**config.mk**
```make
export PLATFORM = sky130hd
export DESIGN_NAME = ram_port_arbiter
export DESIGN_NICKNAME = d
export VERILOG_FILES = /design/src/rtl/ram_port_arbiter.sv
export SDC_FILE = /design/constraint.sdc
export NUM_CORES = 1
export LEC_CHECK = 0
export CAP_MARGIN = 20
export CORE_AREA = 5 5 161 163
export CTS_CLUSTER_SIZE = 14
export DETAILED_ROUTE_END_ITERATION = 10
export DIE_AREA = 0 0 166 168
export MAX_ROUTING_LAYER = met4
export PLACE_DENSITY_LB_ADDON = 0.2
export SLEW_MARGIN = 20
export SYNTH_ARGS = -nofsm -noshare
export SYNTH_HDL_FRONTEND = slang
export SYNTH_SLANG_ARGS = --single-unit
```
**constraint.sdc**
```tcl
create_clock -name clk -period 2.5 [get_ports clk]
set_input_delay 0.5 -clock clk [delete_from_list [all_inputs] [get_ports clk]]
set_output_delay 0.5 -clock clk [all_outputs]
set_load 0.05 [all_outputs]
```
**src/rtl/ram_port_arbiter.sv**
```systemverilog
// Two-requester round-robin arbiter in front of one block-RAM port, with a bounded
// lock extension, a registered RAM interface and a fixed 2-cycle response pipeline.
module ram_port_arbiter #(
  parameter int DATA_W   = 64,
  parameter int ADDR_W   = 9,
  parameter int MAX_HOLD = 4
) (
  input  logic              clk,
  input  logic              reset,
  input  logic              r0_valid,
  output logic              r0_ready,
  input  logic              r0_we,
  input  logic              r0_lock,
  input  logic [ADDR_W-1:0] r0_addr,
  input  logic [DATA_W-1:0] r0_wdata,
  output logic              r0_rsp_valid,
  output logic [DATA_W-1:0] r0_rsp_data,
  input  logic              r1_valid,
  output logic              r1_ready,
  input  logic              r1_we,
  input  logic              r1_lock,
  input  logic [ADDR_W-1:0] r1_addr,
  input  logic [DATA_W-1:0] r1_wdata,
  output logic              r1_rsp_valid,
  output logic [DATA_W-1:0] r1_rsp_data,
  output logic [ADDR_W-1:0] ram_addr,
  output logic [DATA_W-1:0] ram_din,
  output logic              ram_we,
  input  logic [DATA_W-1:0] ram_dout
);

  localparam logic [7:0] MAX_HOLD_C = 8'(MAX_HOLD);

  logic       last_owner_r;
  logic [7:0] streak_r;
  logic       last_owner_nxt_s;
  logic [7:0] streak_nxt_s;
  logic       contended_s;
  logic       any_s;
  logic       keep_s;
  logic       grant1_s;
  logic       s1_valid_r;
  logic       s1_tag_r;
  logic       r0_rsp_valid_r;
  logic       r1_rsp_valid_r;

  // Grant decision: the current owner keeps a contended grant only while locked and under the hold bound.
  always_comb begin
    contended_s = r0_valid & r1_valid;
    any_s       = r0_valid | r1_valid;
    keep_s      = (last_owner_r ? r1_lock : r0_lock) & (streak_r < MAX_HOLD_C);
    grant1_s    = 1'b0;
    if (contended_s) begin
      if (keep_s) begin
        grant1_s = last_owner_r;
      end else begin
        grant1_s = ~last_owner_r;
      end
    end else if (r1_valid) begin
      grant1_s = 1'b1;
    end else begin
      grant1_s = 1'b0;
    end
  end

  assign r0_ready = any_s & ~grant1_s;
  assign r1_ready = any_s & grant1_s;

  // Ownership and contended-streak bookkeeping for the next cycle.
  always_comb begin
    last_owner_nxt_s = last_owner_r;
    streak_nxt_s     = streak_r;
    if (any_s) begin
      if (grant1_s != last_owner_r) begin
        last_owner_nxt_s = grant1_s;
        streak_nxt_s     = contended_s ? 8'd1 : 8'd0;
      end else if (contended_s && (streak_r < MAX_HOLD_C)) begin
        streak_nxt_s = streak_r + 8'd1;
      end else begin
        streak_nxt_s = streak_r;
      end
    end else begin
      last_owner_nxt_s = last_owner_r;
    end
  end

  // Arbitration state register; r1 is the nominal last owner so r0 wins the first tie.
  always_ff @(posedge clk) begin
    if (reset) begin
      last_owner_r <= 1'b1;
      streak_r     <= 8'd0;
    end else begin
      last_owner_r <= last_owner_nxt_s;
      streak_r     <= streak_nxt_s;
    end
  end

  // RAM-side registers; address and data hold while idle, only the write enable drops.
  always_ff @(posedge clk) begin
    if (reset) begin
      ram_addr <= {ADDR_W{1'b0}};
      ram_din  <= {DATA_W{1'b0}};
      ram_we   <= 1'b0;
    end else if (any_s) begin
      ram_addr <= grant1_s ? r1_addr  : r0_addr;
      ram_din  <= grant1_s ? r1_wdata : r0_wdata;
      ram_we   <= grant1_s ? r1_we    : r0_we;
    end else begin
      ram_we   <= 1'b0;
    end
  end

  // Response tag pipeline: stage 1 tracks the RAM access, the response strobes are stage 2.
  always_ff @(posedge clk) begin
    if (reset) begin
      s1_valid_r     <= 1'b0;
      s1_tag_r       <= 1'b0;
      r0_rsp_valid_r <= 1'b0;
      r1_rsp_valid_r <= 1'b0;
    end else begin
      s1_valid_r     <= any_s;
      s1_tag_r       <= grant1_s;
      r0_rsp_valid_r <= s1_valid_r & ~s1_tag_r;
      r1_rsp_valid_r <= s1_valid_r & s1_tag_r;
    end
  end

  assign r0_rsp_valid = r0_rsp_valid_r;
  assign r1_rsp_valid = r1_rsp_valid_r;
  // Read data is shared; each port qualifies it with its own strobe.
  assign r0_rsp_data  = ram_dout;
  assign r1_rsp_data  = ram_dout;

endmodule

```
=== Word level (Yosys, flattened, before mapping) ===
Cells that the tools add are included.

* Register bits: 87
* Bits in latches: 0
* RAM bits: 0
* Bits in read-only memories: 0
* Output and inout bits: 206
* Word-level logic and storage cells: 38
* Memories: 0

* Add/subtract/negate cells: 1
* Multipliers: 0
* Divide/modulo/power cells: 0
* Magnitude comparators: 1
* Equal/unequal tests: 1
* Shift operators: 0
* Multiplexer cells: 10
* Bitwise gates (word level): 11
* Reductions and logical operators: 5

{| class="wikitable"
|+ Operator list
! cell !! count
|-
| 64-bit 2-to-1 mux || 1
|-
| 8-bit 2-to-1 mux || 2
|-
| 9-bit 2-to-1 mux || 1
|-
| 8-bit by 1-bit adder with 8-bit output, second input constant || 1
|-
| 8-bit by 3-bit less-than comparator with 1-bit output, second input constant || 1
|-
| 1-bit bitwise AND || 6
|-
| 1-bit 2-to-1 mux || 6
|-
| 1-bit inverter || 4
|-
| 2-bit AND reduction || 2
|-
| 2-bit nonzero test || 1
|-
| 2-bit OR reduction || 1
|-
| 1-bit logical AND || 1
|-
| 1-bit != test || 1
|-
| 1-bit bitwise OR || 1
|}

=== Logic depth before layout (Yosys ltp) ===
Gate-level depths: netlist of run 1.

* Depth in word-level cells: 7
* Gate-level depth with buffers: 7
* Mapped depth without buffers: 5

=== Worst setup path before layout of run 1 ===
No wires, ideal clock.

* Kind: input to output
* From: input r1_valid
* To: output r1_ready
* Data arrival time: 1917 ps
* Data required time: 2000 ps
* Setup slack: 83 ps
* Cell stages on the path: 5
* Path buffers: 3
* Path through: buf_2 > buf_2 > buf_2 > inv_1 > nor2_1

* Longest elaborated chain between the ends: 3
* Elaborated cells between the ends (all ways): 5
* Classes of those cells: 2 x mux; 3 x bitwise

{| class="wikitable"
|+ RTL lines
! item !! line !! text
|-
| start, declared || 18 || <nowiki>input logic r1_valid,</nowiki>
|-
| 1-bit 2-to-1 mux / 1-bit bitwise AND (equally long branches) || 59, 49 ||
|-
| 1-bit 2-to-1 mux || 53 || <nowiki>if (contended_s) begin</nowiki>
|-
| 1-bit bitwise AND (*) || 67 || <nowiki>assign r1_ready = any_s & grant1_s;</nowiki>
|-
| end, declared || 19 || <nowiki>output logic r1_ready,</nowiki>
|}

Every way passes the cells marked *; elsewhere a longest branch is shown, timed or not.

=== Worst setup path in the final report of run 1 ===
* From: input r1_lock
* To: output r0_ready

* Longest elaborated chain between the ends: 6

{| class="wikitable"
|+ RTL lines
! item !! line !! text
|-
| start, declared || 21 || <nowiki>input logic r1_lock,</nowiki>
|-
| 1-bit 2-to-1 mux || 51 || <nowiki>keep_s = (last_owner_r ? r1_lock : r0_lock) & (streak_r < MAX_HOLD_C);</nowiki>
|-
| 1-bit bitwise AND || 51 ||
|-
| 1-bit 2-to-1 mux || 54 || <nowiki>if (keep_s) begin</nowiki>
|-
| 1-bit 2-to-1 mux || 53 ||
|-
| 1-bit inverter || 66 || <nowiki>assign r0_ready = any_s & ~grant1_s;</nowiki>
|-
| 1-bit bitwise AND || 66 ||
|-
| end, declared || 11 || <nowiki>output logic r0_ready,</nowiki>
|}

No other way between the ends.

==> results of run 1 <==
through the flow:
stage	hold WS, ns	worst slack (ns)	area [sq um]	util
detailed placement	0.4180	0.01571	8020	0.3317
global route	0.4782	0.01279	8351	0.3454
floorplan	0.3896	0.08295	6342	-
global placement	0.4176	0.03921	8020	0.3317
finish	0.4256	0.09047	8351	0.3454
CTS	0.4289	0.0005078	8330	0.3446
final cells by class:
| type | instances | area, sq um | share of cell area |
|---|---|---|---|
| multi-input combinational | 421 | 3288 | 0.3938 |
| timing repair buffer | 255 | 2594 | 0.3106 |
| sequential | 87 | 1742 | 0.2086 |
| tap | 324 | 405.4 | 0.04855 |
| clock buffer | 12 | 256.5 | 0.03072 |
| clock inverter | 4 | 53.80 | 0.006443 |
| inverter | 3 | 11.26 | 0.001349 |
placed cells by master (no fill, tap or decap), types with 2 or more instances in the layout:
cell / netlist / layout
mux2i_1: 74 / 74
clkbuf_16: 0 / 9
nor3_1: 2 / 2
a41oi_2: 3 / 3
o22ai_1: 23 / 23
xnor2_1: 2 / 2
a21oi_1: 5 / 5
nand2b_1: 76 / 76
dfxtp_1: 87 / 87
clkinvlp_4: 0 / 2
a31oi_1: 2 / 2
nor4b_1: 2 / 2
o22ai_2: 50 / 50
clkbuf_8: 0 / 2
nand2_1: 6 / 6
a41oi_1: 70 / 70
clkdlybuf4s50_1: 0 / 226
inv_1: 3 / 3
buf_4: 130 / 18
nor2_1: 82 / 82
nor3b_1: 4 / 3
nand4_1: 4 / 4
xor2_1: 4 / 4
buf_12: 0 / 9
worst paths after layout:
path	startpoint	endpoint	slack [ns]	cells past startpoint
worst min register to register	s1_tag_r	r0_rsp_valid	0.43	1
worst max-delay path	r1_lock	r0_ready	0.09	7
worst min-delay path	s1_tag_r	r0_rsp_valid	0.43	1
worst max register to register	streak_r[4]	ram_din[6]	0.51	5
routing by layer:
| layer | vias to the layer above | part of all wire |
|---|---|---|
| met2 | 260 | 0.51 |
| met1 | 2491 | 0.38 |
| met5 | - | 0 |
| li1 | 2560 | - |
| met3 | 40 | 0.090 |
| met4 | 0 | 0.020 |
worst register-to-register path: stages, from the launching register on:
cell	delay (ns)
dfxtp_1	0.37
nor4_4	0.35
nand3b_1	0.22
buf_4	0.41
a41oi_1	0.42
o22ai_2	0.10
what timing repair did:
item | CTS | global route
endpoints found under the hold margin | 0 | 0
pin swaps | 1 | 1
resized for setup | 0 | 1
setup buffers | 0 | 2
setup endpoints to repair | 1 | 2
kinds of logic after synthesis:
kind of cell,Yosys count,share of synthesized area
DFF,87,0.2746
AOI/OAI and AO/OA,158,0.2385
adders and majority gates,1,0.001972
and+or+nand+nor,181,0.1480
muxes,75,0.1186
buffers and inverters,199,0.2101
xor gates and xnor gates,6,0.008286
where the power goes:
group          internal [mW]  switching (mW)  total [mW]
Sequential              1.51          0.0634        1.57
Combinational          0.704           0.898        1.60
Clock                  0.833           0.610        1.44
==> metrics, run 1 <==
Final Max Tran Viols=0; vias in the first global route=5455; count of synthesis-stage warnings from yosys=0; number of nets in the synthesized netlist=926; CTS tree=built; number of instances in the synthesized netlist=707; wire length after detailed routing=21640 um; Bufs and invs on worst path=4; number of buffers created by CTS=9; GPL Wtd Cong=0.7479; register with the most flip-flops=ram_din; minimum period implied by the final worst setup slack=2.410 ns; path type of the worst setup path=in -> out; number of vias after detailed routing=5351; Lkg Pwr=3.049 nW; count of H-tree levels built during CTS=3; Pwr Total=4.615 mW; mean instance size in the synthesized netlist=8.971 sq um; power per cell area=552.7 nW/um^2; pin count of the biggest net entering global routing=59; Final Instance Count excl. Fillers=1106; row count=57; Detailed Routing Iterations Pass 1=4; CP delay by family, top=buffers and inverters; post-synth design cell area=6342 sq um; root buffer selected by CTS=clkbuf_16; Clock Sinks=87; GRT Max-Usage Layer=met2; met1 Track Usage GR=0.1636; upper clock frequency limit=415.0 MHz; leading cell type by number of instances after synthesis=buf_4; count of inserted antenna diode cells=0; Worst Skew=0.01155 ns; distinct cell type count of the synthesized netlist=35; top cells by area, synth=dfxtp_1 27%, buf_4 15%, mux2i_1 12%; iteration-0 DRC count of the detailed router=238; kind of start point of the critical path=primary input; I/O Pins=424; number of violations of the max-capacitance limit=0; biggest registers after layout=ram_din: 64 flops, ram_addr: 9 flops, streak_r: 8 flops; post-route ant nets=0; Die X-Extent=166 um; Die H=168 um; Cell Chain, Critical Path=clkdlybuf4s50_1 -> nor3b_1 -> buf_4 -> a21bo_4 -> a31o_4 -> inv_1 -> buf_12; starting density of the core=0.2623; most frequent cells after synthesis=130 x buf_4, 87 x dfxtp_1, 82 x nor2_1, 76 x nand2b_1, 74 x mux2i_1; # hold bufs at CTS=0; number of port buffers=231; Worst path slowest cell=clkdlybuf4s50_1; biggest cell delay along the critical path=0.40 ns; max FFs per register=64; fillcell total=2473; Min-Delay Path Class=reg -> reg; final hold viol count=0; overflow left after global routing=0; most area-hungry cell type in the Yosys netlist=dfxtp_1; post-detailed-route DRC marker count=0; HPWL reported at the end of detailed placement=15070 um; # placed instances=1088; worst vdd rail ir drop=0.3080 mV; sequential area share after synthesis=0.2746; clock transition time at the flip-flop clock pins of the worst setup and hold paths=0.07 ns; via/cell ratio=4.838; Critical Path RT=2.00 ns; category of the worst setup path capture point=output port; async set-reset flop share out of synthesis=0; final setup TNS=0 ns; DIE AREA=27890 sq um; share of post-route cells with drive strength above 1=0.1304; met3 capacity usage during global routing=0.05791; CP Max Fanout=4; worst slew slack as a fraction of its limit=0.4688; most used flip-flop cell after synthesis=dfxtp_1; final setup violation count=0; outcome=finished, final reports clean; Yosys reg bits=87; arrival time reported for the critical path endpoint=1.91 ns; number of enable-type register cells in the synthesized netlist=0; average routed wire per standard cell=19.57 um; actual transition at the worst max-transition pin=0.7969 ns; count of nets after finishing=996; final cycle utilization of the critical path=0.9638; worst skew pair latency=0.34 ns; area of the core=24180 sq um; GRT Total Usage=0.1518; unrepaired setup endpoints after global routing=no; number of antenna violations at the first check in global routing=0; Synth top area share=0.2746; fraction of met2 tracks used by global routing=0.2615; first-pass GRT wire length=32950 um; post-synthesis to final-layout area growth=31.66%; Bufs on Longest Clock Path=2
No activity file was read; power rests on OpenSTA's default activity.
==> run 2, diff against run 1 <==
- RECOVER_POWER: not set -> 100
==> run 2 against run 1 <==
Against the previous run: clock-buffer cell count did not move; largest cell class unchanged; maximum frequency fell by 0.46%; clock skew barely moved; critical path depth did not move; combinational power fell by 6%; cell area fell by 2.8%.
==> metrics, run 2 (synthesis gave the netlist of run 1 again) <==
CTS tree=built (unchanged); number of port buffers=231 (unchanged); Crit Reg-Reg Endpoint=ram_din[16] (was ram_din[6]); arrival time reported for the critical path endpoint=1.92 ns (was 1.91 ns); final setup violation count=0 (unchanged); Worst path slowest cell=clkdlybuf4s50_1 (unchanged); unrepaired setup endpoints after global routing=no (unchanged); pre-CTS setup slack=0.01571 ns (unchanged); minimum period implied by the final worst setup slack=2.421 ns (was 2.410 ns); Clock Sinks=87 (unchanged); max FFs per register=64 (unchanged); biggest registers after layout=ram_din: 64 flops, ram_addr: 9 flops, streak_r: 8 flops (unchanged); combined flip-flop and latch cell area=1742 sq um (unchanged); most frequent standard cell in the layout excluding fill and tap cells=clkdlybuf4s50_1 (unchanged); commonest cells after routing, fill and taps aside=150 x clkdlybuf4s50_1, 87 x dfxtp_1, 82 x nor2_1 (was 226 x clkdlybuf4s50_1, 87 x dfxtp_1, 82 x nor2_1); pin count of the biggest net entering global routing=59 (unchanged); first-pass GRT wire length=32950 um (unchanged); worst slew slack as a fraction of its limit=0.1810 (was 0.4688); root buffer selected by CTS=clkbuf_16 (unchanged); GRT Total Usage=0.1518 (unchanged); starting density of the core=0.2623 (unchanged); vias in the first global route=5455 (unchanged); DIE AREA=27890 sq um (unchanged); row count=57 (unchanged); Min-Delay Path Class=reg -> reg (unchanged); CP delay by family, top=buffers and inverters (unchanged); area of the core=24180 sq um (unchanged); clock transition time at the flip-flop clock pins of the worst setup and hold paths=0.07 ns (about the same); biggest cell delay along the critical path=0.40 ns (about the same); worst-case setup margin in the final layout=0.07922 ns (was 0.09047 ns); post-detailed-route DRC marker count=0 (unchanged); multi-input gate area in the final layout=3073 sq um (was 3288 sq um); kind of start point of the critical path=primary input (unchanged); Final Max Tran Viols=0 (unchanged); average routed wire per standard cell=19.52 um (was 19.57 um); share of post-route cells with drive strength above 1=0.08696 (was 0.1304); path type of the worst setup path=in -> out (unchanged); overflow left after global routing=0 (unchanged); Bufs and invs on worst path=4 (unchanged); count of nets after finishing=996 (unchanged); actual transition at the worst max-transition pin=1.228 ns (was 0.7969 ns); Critical Path RT=2.00 ns (about the same); Die H=168 um (unchanged); power per cell area=556.5 nW/um^2 (was 552.7 nW/um^2); HPWL reported at the end of detailed placement=15070 um (unchanged); register with the most flip-flops=ram_din (unchanged); iteration-0 DRC count of the detailed router=268 (was 238); worst skew pair latency=0.34 ns (about the same); Hold Path Origin=s1_tag_r (unchanged); Register-to-Register Path Depth=7 (was 5); post-synthesis to final-layout area growth=27.99% (was 31.66%); GPL Wtd Cong=0.7479 (unchanged); wire length after detailed routing=21590 um (was 21640 um); final setup TNS=0 ns (unchanged); Cell Chain, Critical Path=clkdlybuf4s50_1 -> nor3b_1 -> buf_4 -> a21bo_4 -> a31o_2 -> inv_1 -> buf_12 (was clkdlybuf4s50_1 -> nor3b_1 -> buf_4 -> a21bo_4 -> a31o_4 -> inv_1 -> buf_12); Bufs on Longest Clock Path=2 (unchanged); setup slack of the most critical reg-to-reg path=0.38 ns (was 0.51 ns); final hold viol count=0 (unchanged); outcome=finished, final reports clean (unchanged); count of H-tree levels built during CTS=3 (unchanged); CP Max Fanout=4 (unchanged); number of vias after detailed routing=5305 (was 5351); number of violations of the max-capacitance limit=0 (unchanged); final cycle utilization of the critical path=0.9683 (was 0.9638); category of the worst setup path capture point=output port (unchanged); number of antenna violations at the first check in global routing=0 (unchanged); via/cell ratio=4.797 (was 4.838); upper clock frequency limit=413.1 MHz (was 415.0 MHz); worst vdd rail ir drop=0.3062 mV (was 0.3080 mV); Worst Skew=0.01181 ns (was 0.01155 ns); I/O Pins=424 (unchanged); Detailed Routing Iterations Pass 1=4 (unchanged); Pwr Total=4.517 mW (was 4.615 mW); number of buffers created by CTS=9 (unchanged); number of cells on the worst hold path=1 (unchanged); post-route ant nets=0 (unchanged); Crit Reg-Reg Startpoint=streak_r[4] (unchanged); Die X-Extent=166 um (unchanged); sink of the worst hold path=r0_rsp_valid (unchanged); count of inserted antenna diode cells=0 (unchanged); Lkg Pwr=3.140 nW (was 3.049 nW); fillcell total=2519 (was 2473)
-- run 2: cell type report --
type | count | area share
Timing Repair Buffer | 255 | 0.3174
Clock inverter | 4 | 0.006628
Tap cell | 324 | 0.04994
Inverter | 3 | 0.001387
Sequential cell | 87 | 0.2145
Clock buffer | 12 | 0.03160
Multi-Input combinational cell | 421 | 0.3785
-- run 2: power by group --
group | total [mW] | internal, mW | leakage, nW | switching (mW)
Sequential | 1.56 | 1.51 | 0.721 | 0.0578
Combinational | 1.51 | 0.637 | 2.27 | 0.872
Clock | 1.44 | 0.834 | 0.145 | 0.611
Total | 4.52 | 2.98 | 3.14 | 1.54
-- run 2: what timing repair did --
action | in CTS | in global routing
setup buffers | 0 | 2
pin swaps | 1 | 1
setup endpoints to repair | 1 | 2
gates resized for setup | 0 | 1
hold buffers | 0 | 0
-- run 2: how the worst max path moves through the flow --
stage	start	to	slack, ns	cells past startpoint
finish	r1_lock	r0_ready	0.08	7
global route	r1_lock	r0_ready	0.02	7
CTS	r0_lock	r0_ready	0.0005	6
detailed placement	r0_lock	r0_ready	0.02	6
global placement	r0_lock	r0_ready	0.04	6
floorplan	r1_valid	r1_ready	0.08	5
-- run 2: worst reg2reg max path: stages (launching register included) --
cell	delay (ns)
dfxtp_1	0.37
nor4_4	0.35
buf_4	0.17
a21bo_4	0.15
a31o_2	0.17
clkbuf_1	0.13
buf_6	0.41
o22ai_1	0.21
-- run 2: layer usage --
metal | vias to the layer above | track usage | routed length, um
met1 | 2454 | 0.1636 | 8173
met5 | - | - | 0
met2 | 246 | 0.2615 | 11000
li1 | 2565 | - | -
met3 | 40 | 0.05791 | 1875
met4 | 0 | 0.04412 | 544
-- run 2: stage by stage --
stage	util	hold WS (ns)	std cells	cell area, sq um
after floorplan	-	0.3896	707	6342
after global placement	0.3317	0.4176	1088	8020
after detailed placement	0.3317	0.4180	1088	8020
after CTS	0.3446	0.4289	1104	8330
after global routing	0.3358	0.4782	1106	8118
final	0.3358	0.4226	1106	8118
